### config.mk
export PLATFORM = sky130hd
export DESIGN_NAME = sub_clk_cfg_ctrl
export DESIGN_NICKNAME = d
export VERILOG_FILES = /design/src/rtl/sub_clk_cfg_ctrl.sv
export SDC_FILE = /design/constraint.sdc
export NUM_CORES = 1
export LEC_CHECK = 0
export ABC_AREA = 1
export BUFFER_PORTS_ARGS = -buffer_cell sky130_fd_sc_hd__buf_2
export CAP_MARGIN = 15
export CORE_MARGIN = 4
export CORE_UTILIZATION = 64
export CTS_CLUSTER_SIZE = 8
export DETAILED_ROUTE_END_ITERATION = 10
export HOLD_SLACK_MARGIN = 0.06
export PLACE_DENSITY = 0.85
export SKIP_LAST_GASP = 1
export SYNTH_ARGS = -nofsm -noshare
export SYNTH_HDL_FRONTEND = slang
export SYNTH_SLANG_ARGS = --single-unit
### constraint.sdc
create_clock -name clk -period 6.41 [get_ports clk]
set_input_delay 0.3205 -clock clk [delete_from_list [all_inputs] [get_ports clk]]
set_output_delay 0.3205 -clock clk [all_outputs]
set_load 0.05 [all_outputs]
### src/rtl/sub_clk_cfg_ctrl.sv
// Sequences sub-clock frequency requests through one shared 32-step restoring divider.
// Fixed 66-cycle request-to-done latency; ready only when idle, both counts committed together.
module sub_clk_cfg_ctrl #(
  parameter logic [31:0] CLK_FEQ     = 32'd50000000,
  parameter logic [31:0] RST_FEQ_CNT = 32'd50000,
  parameter logic [31:0] RST_SCL_CNT = 32'd50000
) (
  input  logic        clk,
  input  logic        rstn,
  input  logic        cfg_valid,
  output logic        cfg_ready,
  input  logic [15:0] cfg_feq,
  input  logic [15:0] cfg_scl,
  output logic [31:0] sub_count_max,
  output logic [31:0] subsub_count_max,
  output logic        cfg_done,
  output logic        cfg_err,
  output logic        busy
);

  typedef enum logic [1:0] {
    IDLE    = 2'd0,
    DIV_FEQ = 2'd1,
    DIV_SCL = 2'd2,
    COMMIT  = 2'd3
  } state_t;

  state_t      state_q, state_d;
  logic [15:0] feq_q, feq_d;
  logic [15:0] scl_q, scl_d;
  logic [32:0] rem_q, rem_d;
  logic [31:0] quo_q, quo_d;
  logic [5:0]  cnt_q, cnt_d;
  logic [31:0] feq_cnt_q, feq_cnt_d;
  logic [31:0] scl_cnt_q, scl_cnt_d;
  logic [31:0] sub_q, sub_d;
  logic [31:0] subsub_q, subsub_d;
  logic        done_q, done_d;
  logic        err_q, err_d;

  // One restoring-division step, shared by both DIV states.
  logic [31:0] divisor;
  logic [4:0]  bit_idx;
  logic [32:0] rem_sh;
  logic        take;
  logic [32:0] rem_step;
  logic [31:0] quo_step;

  always_comb begin
    divisor  = (state_q == DIV_SCL) ? {16'd0, scl_q} : {16'd0, feq_q};
    bit_idx  = 5'd31 - cnt_q[4:0];
    rem_sh   = {rem_q[31:0], CLK_FEQ[bit_idx]};
    take     = (rem_sh >= {1'b0, divisor});
    rem_step = take ? (rem_sh - {1'b0, divisor}) : rem_sh;
    quo_step = {quo_q[30:0], take};
  end

  always_comb begin
    state_d   = state_q;
    feq_d     = feq_q;
    scl_d     = scl_q;
    rem_d     = rem_q;
    quo_d     = quo_q;
    cnt_d     = cnt_q;
    feq_cnt_d = feq_cnt_q;
    scl_cnt_d = scl_cnt_q;
    sub_d     = sub_q;
    subsub_d  = subsub_q;
    done_d    = 1'b0;
    err_d     = err_q;

    case (state_q)
      IDLE: begin
        if (cfg_valid) begin
          feq_d   = cfg_feq;
          scl_d   = cfg_scl;
          err_d   = 1'b0;
          rem_d   = '0;
          quo_d   = '0;
          cnt_d   = '0;
          state_d = DIV_FEQ;
        end
      end
      DIV_FEQ, DIV_SCL: begin
        rem_d = rem_step;
        quo_d = quo_step;
        cnt_d = cnt_q + 6'd1;
        if (cnt_q == 6'd31) begin
          // Partial state is cleared so the next pass starts from a zero remainder.
          rem_d = '0;
          quo_d = '0;
          cnt_d = '0;
          if (state_q == DIV_FEQ) begin
            feq_cnt_d = quo_step;
            state_d   = DIV_SCL;
          end else begin
            scl_cnt_d = quo_step;
            state_d   = COMMIT;
          end
        end
      end
      COMMIT: begin
        sub_d    = feq_cnt_q;
        subsub_d = scl_cnt_q;
        done_d   = 1'b1;
        err_d    = (feq_q == 16'd0) || (scl_q == 16'd0);
        state_d  = IDLE;
      end
      default: state_d = IDLE;
    endcase
  end

  always_ff @(posedge clk) begin
    if (!rstn) begin
      state_q   <= IDLE;
      feq_q     <= '0;
      scl_q     <= '0;
      rem_q     <= '0;
      quo_q     <= '0;
      cnt_q     <= '0;
      feq_cnt_q <= '0;
      scl_cnt_q <= '0;
      sub_q     <= RST_FEQ_CNT;
      subsub_q  <= RST_SCL_CNT;
      done_q    <= 1'b0;
      err_q     <= 1'b0;
    end else begin
      state_q   <= state_d;
      feq_q     <= feq_d;
      scl_q     <= scl_d;
      rem_q     <= rem_d;
      quo_q     <= quo_d;
      cnt_q     <= cnt_d;
      feq_cnt_q <= feq_cnt_d;
      scl_cnt_q <= scl_cnt_d;
      sub_q     <= sub_d;
      subsub_q  <= subsub_d;
      done_q    <= done_d;
      err_q     <= err_d;
    end
  end

  assign cfg_ready        = (state_q == IDLE);
  assign busy             = ~cfg_ready;
  assign sub_count_max    = sub_q;
  assign subsub_count_max = subsub_q;
  assign cfg_done         = done_q;
  assign cfg_err          = err_q;

endmodule

-- Yosys cells after proc, flatten, opt, wreduce, memory -nomap -nowiden
Memory sizes are Yosys's and may differ from the RTL's.
Index checks and enable logic that the tools add are counted.
- memory bits (read-only): 32
- word-level logic and storage cells: 58
- bits in registers: 233
- memories kept: 1
- memories (memory ; depth ; width ; rd ports ; clocked after memory_dff ; wr ports ; line ; RTL):
    (name not given) ; 32 ; 1 ; 1 ; 0 ; 0 ; 52 ; rem_sh = {rem_q[31:0], CLK_FEQ[bit_idx]};
- equal/unequal tests: 6
- $add $sub $neg: 3
- reductions and logical operators: 13
- muxes and demuxes: 19
- magnitude comparators: 2
- bitwise logic cells: 2
- operator list (operator ; count):
    32-bit 2-to-1 mux ; 3
    32-bit case mux with 2 select lines ; 1
    31-bit 2-to-1 mux ; 2
    31-bit case mux with 2 select lines ; 1
    33-bit by 16-bit >= comparator with 1-bit output ; 1
    16-bit zero test ; 2
    32-bit by 16-bit subtractor with 32-bit output ; 1
    16-bit 2-to-1 mux ; 1
    6-bit 2-to-1 mux ; 2
    6-bit case mux with 2 select lines ; 1
    2-bit AND reduction ; 4
    6-bit by 1-bit adder with 6-bit output (second input constant) ; 1
    6-bit by 5-bit equality test with 1-bit output (second input constant) ; 1
    5-bit by 6-bit < comparator with 1-bit output (second input constant) ; 1
    2-bit case mux with 3 select lines ; 1
    3-bit AND reduction ; 2
    5-bit subtractor (first input constant) ; 1
    2-bit equality test (second input constant) ; 2
    1-bit 2-to-1 mux ; 4
    2-bit 2-to-1 mux ; 2
    2-bit != test (second input constant) ; 2
    2-bit nonzero test ; 2
    2-bit by 1-bit equality test with 1-bit output (second input constant) ; 1
    2-bit zero test ; 1
    other kinds (4) ; 5

-- Depth between registers and ports, before layout
- word-level depth: 7
- gate-level depth with buffers: 21

-- Least setup slack after synthesis
No wires, ideal clock.
- path type: flip-flop to flip-flop
- start point: register state_q[0]
- end point: register rem_q[28]
- data arrival time: 2393 ps
- setup slack: 3874 ps
- period minus slack after synthesis: 2536 ps
- path buffers: 1
- setup time: 143 ps
- cell stages (with the launch flop): 20
- required time: 6267 ps
- cells stage by stage: dfxtp_1 -> inv_1 -> ha_1 -> clkbuf_1 -> a21oi_1 -> ha_1 -> inv_1 -> fa_1 -> nand2_1 -> nand3_1 -> nand2_1 -> inv_1 -> nand2_1 -> nand3_1 -> nand2_1 -> nand2_1 -> nand2_1 -> nand2_1 -> nand3_2 -> a21oi_2
- word-level cells in the longest chain between the ends: 6
- elaborated cells on any way between the ends: 13
- those cells by class: 1 x add/sub; 1 x order compare; 3 x eq/ne; 4 x mux; 4 x reduce/logical
- ends and longest elaborated chain (item ; line ; RTL):
    start: declaration ; 28 ; state_t state_q, state_d;
    start signal: assignment ; 128 ; state_q <= state_d;
    2-bit equality test ; 50, 72 ;
    16-bit 2-to-1 mux ; 50 ; divisor = (state_q == DIV_SCL) ? {16'd0, scl_q} : {16'd0, feq_q};
    32-bit by 16-bit subtractor with 32-bit output / 33-bit by 16-bit >= comparator with 1-bit output (equally long branches) ; 54, 53 ;
    32-bit 2-to-1 mux ; 54 ; rem_step = take ? (rem_sh - {1'b0, divisor}) : rem_sh;
    32-bit 2-to-1 mux ; 88 ; if (cnt_q == 6'd31) begin
    32-bit case mux with 2 select lines ; 72 ; case (state_q)
    end signal: assignment ; 131 ; rem_q <= rem_d;
    end: declaration ; 31 ; logic [32:0] rem_q, rem_d;
Several ways; a longest one is shown, not always the timed one.
A chain may end at the register's enable or synchronous reset.

-- Worst setup path after layout
- start point: register state_q[0]
- end point: register rem_q[13]
The elaborated chain is that of the path after synthesis.

==> out/results.txt <==
Syn nets -> 1598
Power Total -> 5907 µW
Via count -> 9907
Bufs on Longest Clock Path -> 3
Avg Cell Area, Syn -> 6.975 µm²
Outcome -> complete, no violations
Top_reg_cell synth -> dfxtp_1
Worst-Skew Late Latency -> 0.51 ns
Cell area power density -> 483.7 nW/µm²
Count leader, synth -> nand2_1
Top cells by area, synth -> dfxtp_1 (43%), nand2_1 (12%), nor2_1 (11%), o21ai_0 (7.8%), a21oi_1 (4.2%)
Kind of critical path -> flip-flop to flip-flop
Synth top area share -> 0.4348
Root Buffer -> clkbuf_16
Post-cts sizing count -> 0
Synth Register Bits -> 233
Cell Rows -> 47
Synthesis Warnings -> 0
Final setup vio count -> 0
Input/output buffers -> 102
Initial antenna violation count -> 0
Maximum vdd drop -> 326.9 µV
Pin slew with the least headroom to its limit -> 1.035 ns
Final count of hold timing violations -> 0
Worst EP arrival -> 3.92 ns
Total die area -> 18900 µm²
Setup crit start kind -> flip-flop
Vias in the first global route -> 8947
Max-slew violations -> 0
Yosys top cell by area -> dfxtp_1
DP HPWL -> 18440 µm
TNS Setup -> 0 ns
CTS Sinks -> 233
Total GRT Usage -> 0.2888
Top Layer Used -> met4
Nets -> 1668
Max_slew headroom -> 0.3098
Die Width -> 137.5 µm
Num CTS Buffers -> 35
CTS tree -> done
GP Congestion -> 0.9649
Routed wl met3 -> 1391 µm
Fin util -> 0.7389
Post-Route WL -> 27800 µm
Post-synth ARST share -> 0
Initial Utilization -> 0.6492
Max Cap Viol -> 0
CP Max Fanout -> 33
Initial DRC Count -> 872
TritonRoute pass-1 iters -> 6
Share of layout cells above drive strength 1 -> 0.1434
Wl on met1 -> 12350 µm
Post-DRT Antenna Nets -> 0
Grt ovf -> 0
Min-Delay Path Class -> primary input to flip-flop
Peak Freq -> 279.6 MHz
CTS Hold Buffers Added -> 0
Proportion of synthesized chip area in sequential cells -> 0.4348
Post-route DRC -> 0
Syn Inst Count -> 1538
Routed vias/inst -> 5.411
H-tree levels -> 2
Fin Clk Skew -> 0.02418 ns
Required @ worst endpoint -> 6.75 ns
Fillers -> 1359
Count of cell types in the netlist -> 40
CP Capture Type -> flip-flop
# diodes -> 0
Metal2 WL -> 13280 µm
First-pass GRT wire length -> 44200 µm
CORE AREA -> 16520 µm²
Commonest cells post-synth -> nand2_1 (340), nor2_1 (302), dfxtp_1 (233)
Largest net degree at the start of global routing -> 130
Mapped cell area -> 10730 µm²
Leakage -> 0.005829 µW
Area grow syn2layout -> 13.82%
Unrepaired setup endpoints after global routing -> no
EDFF count, synth -> 0
Reg clk slew, reported paths -> 0.05 ns
Die Height -> 137.5 µm
Final Critical Period -> 3.577 ns
I/O pins -> 103
Fin crit share -> 0.5580
Post-CTS Setup Bufs -> 0
Post-DR wirelength/cell -> 15.18 µm
-- stage by stage --
step / instance area, µm² / instances / worst slack (ns) / hold WS (ns)
finish: 12210 / 1831 / 2.833 / 0.07835
global route: 12210 / 1831 / 2.510 / 0.09476
CTS: 12210 / 1831 / 2.893 / 0.07072
detailed placement: 11220 / 1791 / 2.926 / 0.4402
global placement: 11220 / 1791 / 2.974 / 0.4374
floorplan: 10730 / 1538 / 3.874 / 0.4297
-- path summary, 6_finish.rpt --
check / cells past startpoint / endpoint / slack, ns / startpoint
max: 15 / rem_q[13]$_SDFFE_PN0P_ / 2.83 / state_q[0]$_SDFFE_PN0P_
min: 3 / feq_q[13]$_SDFFE_PN0P_ / 0.08 / cfg_feq[13]
max reg2reg: 15 / rem_q[13]$_SDFFE_PN0P_ / 2.83 / state_q[0]$_SDFFE_PN0P_
min reg2reg: 2 / subsub_count_max[8]$_SDFFE_PN1P_ / 0.45 / subsub_count_max[8]$_SDFFE_PN1P_
-- where the power goes --
part           switching (µW)  internal, µW
sequential                103          1600
combinational            1840           722
clock                     624          1020
total                    2560          3340
-- worst max-delay path, stage by stage, from the launching register on --
cell	delay (ns)
dfxtp_1	0.33
inv_1	0.09
ha_1	0.74
o21ai_0	0.34
ha_1	0.46
nand2_1	0.18
nor2_1	0.19
nand2_1	0.11
nand2_1	0.11
inv_2	0.05
nand2_4	0.08
inv_2	0.05
nand2_4	0.35
nand2_1	0.11
nand3_1	0.10
a21oi_1	0.09
-- area by class of cell --
cell class              instances  area [µm²]  area share
clock buffers                  35       875.8     0.07173
clock inverters                 5       111.4    0.009120
inverters                     136       510.5     0.04181
multi-input cells            1090        5185      0.4246
flip-flops and latches        233        4664      0.3820
well taps                     220       275.3     0.02254
repair buffers                112       588.1     0.04816
-- logic make-up (layout without fill, tap and decap cells) --
group,count (synthesis),count (layout),share of synthesized area
adders and majority gates,25,25,0.02986
buffers and inverters,215,288,0.08351
AOI/OAI and AO/OA,284,284,0.1402
xor gates and xnor gates,12,12,0.009798
DFF,233,233,0.4348
and+or+nand+nor,769,769,0.3018
-- cell usage in the layout (no fill, tap or decap), types with 2 or more instances in the layout --
cell,instances
clkinv_16,2
nor2_1,301
xor2_1,3
ha_1,23
nand3_2,19
buf_2,101
clkbuf_16,35
a21oi_2,16
o21ai_1,5
o21ai_0,167
nor3_2,2
buf_4,11
inv_2,21
nor3_1,11
nand2_4,3
dfxtp_1,233
nand2_2,5
nor2_2,5
inv_1,115
nand2_1,340
nor2_4,3
nand3_1,57
nor4_1,7
nand3b_1,3
nand4_1,8
xnor2_1,9
a31oi_1,2
a21oi_1,90
-- flip-flops by register name, indices dropped and copies added, names as in the netlist --
| signal | count |
|---|---|
| cfg_done | 1 |
| cfg_err | 1 |
| cnt_q | 6 |
| feq_cnt_q | 32 |
| feq_q | 16 |
| quo_q | 31 |
| rem_q | 32 |
| scl_cnt_q | 32 |
| scl_q | 16 |
| state_q | 2 |
| sub_count_max | 32 |
| subsub_count_max | 32 |
-- routing by layer --
layer	vias to the layer above	track usage
li1	5013	-
met1	4564	0.3849
met2	275	0.4797
met3	55	0.04346
met4	0	0.09867
met5	-	0
No activity file was read; power rests on OpenSTA's default activity.
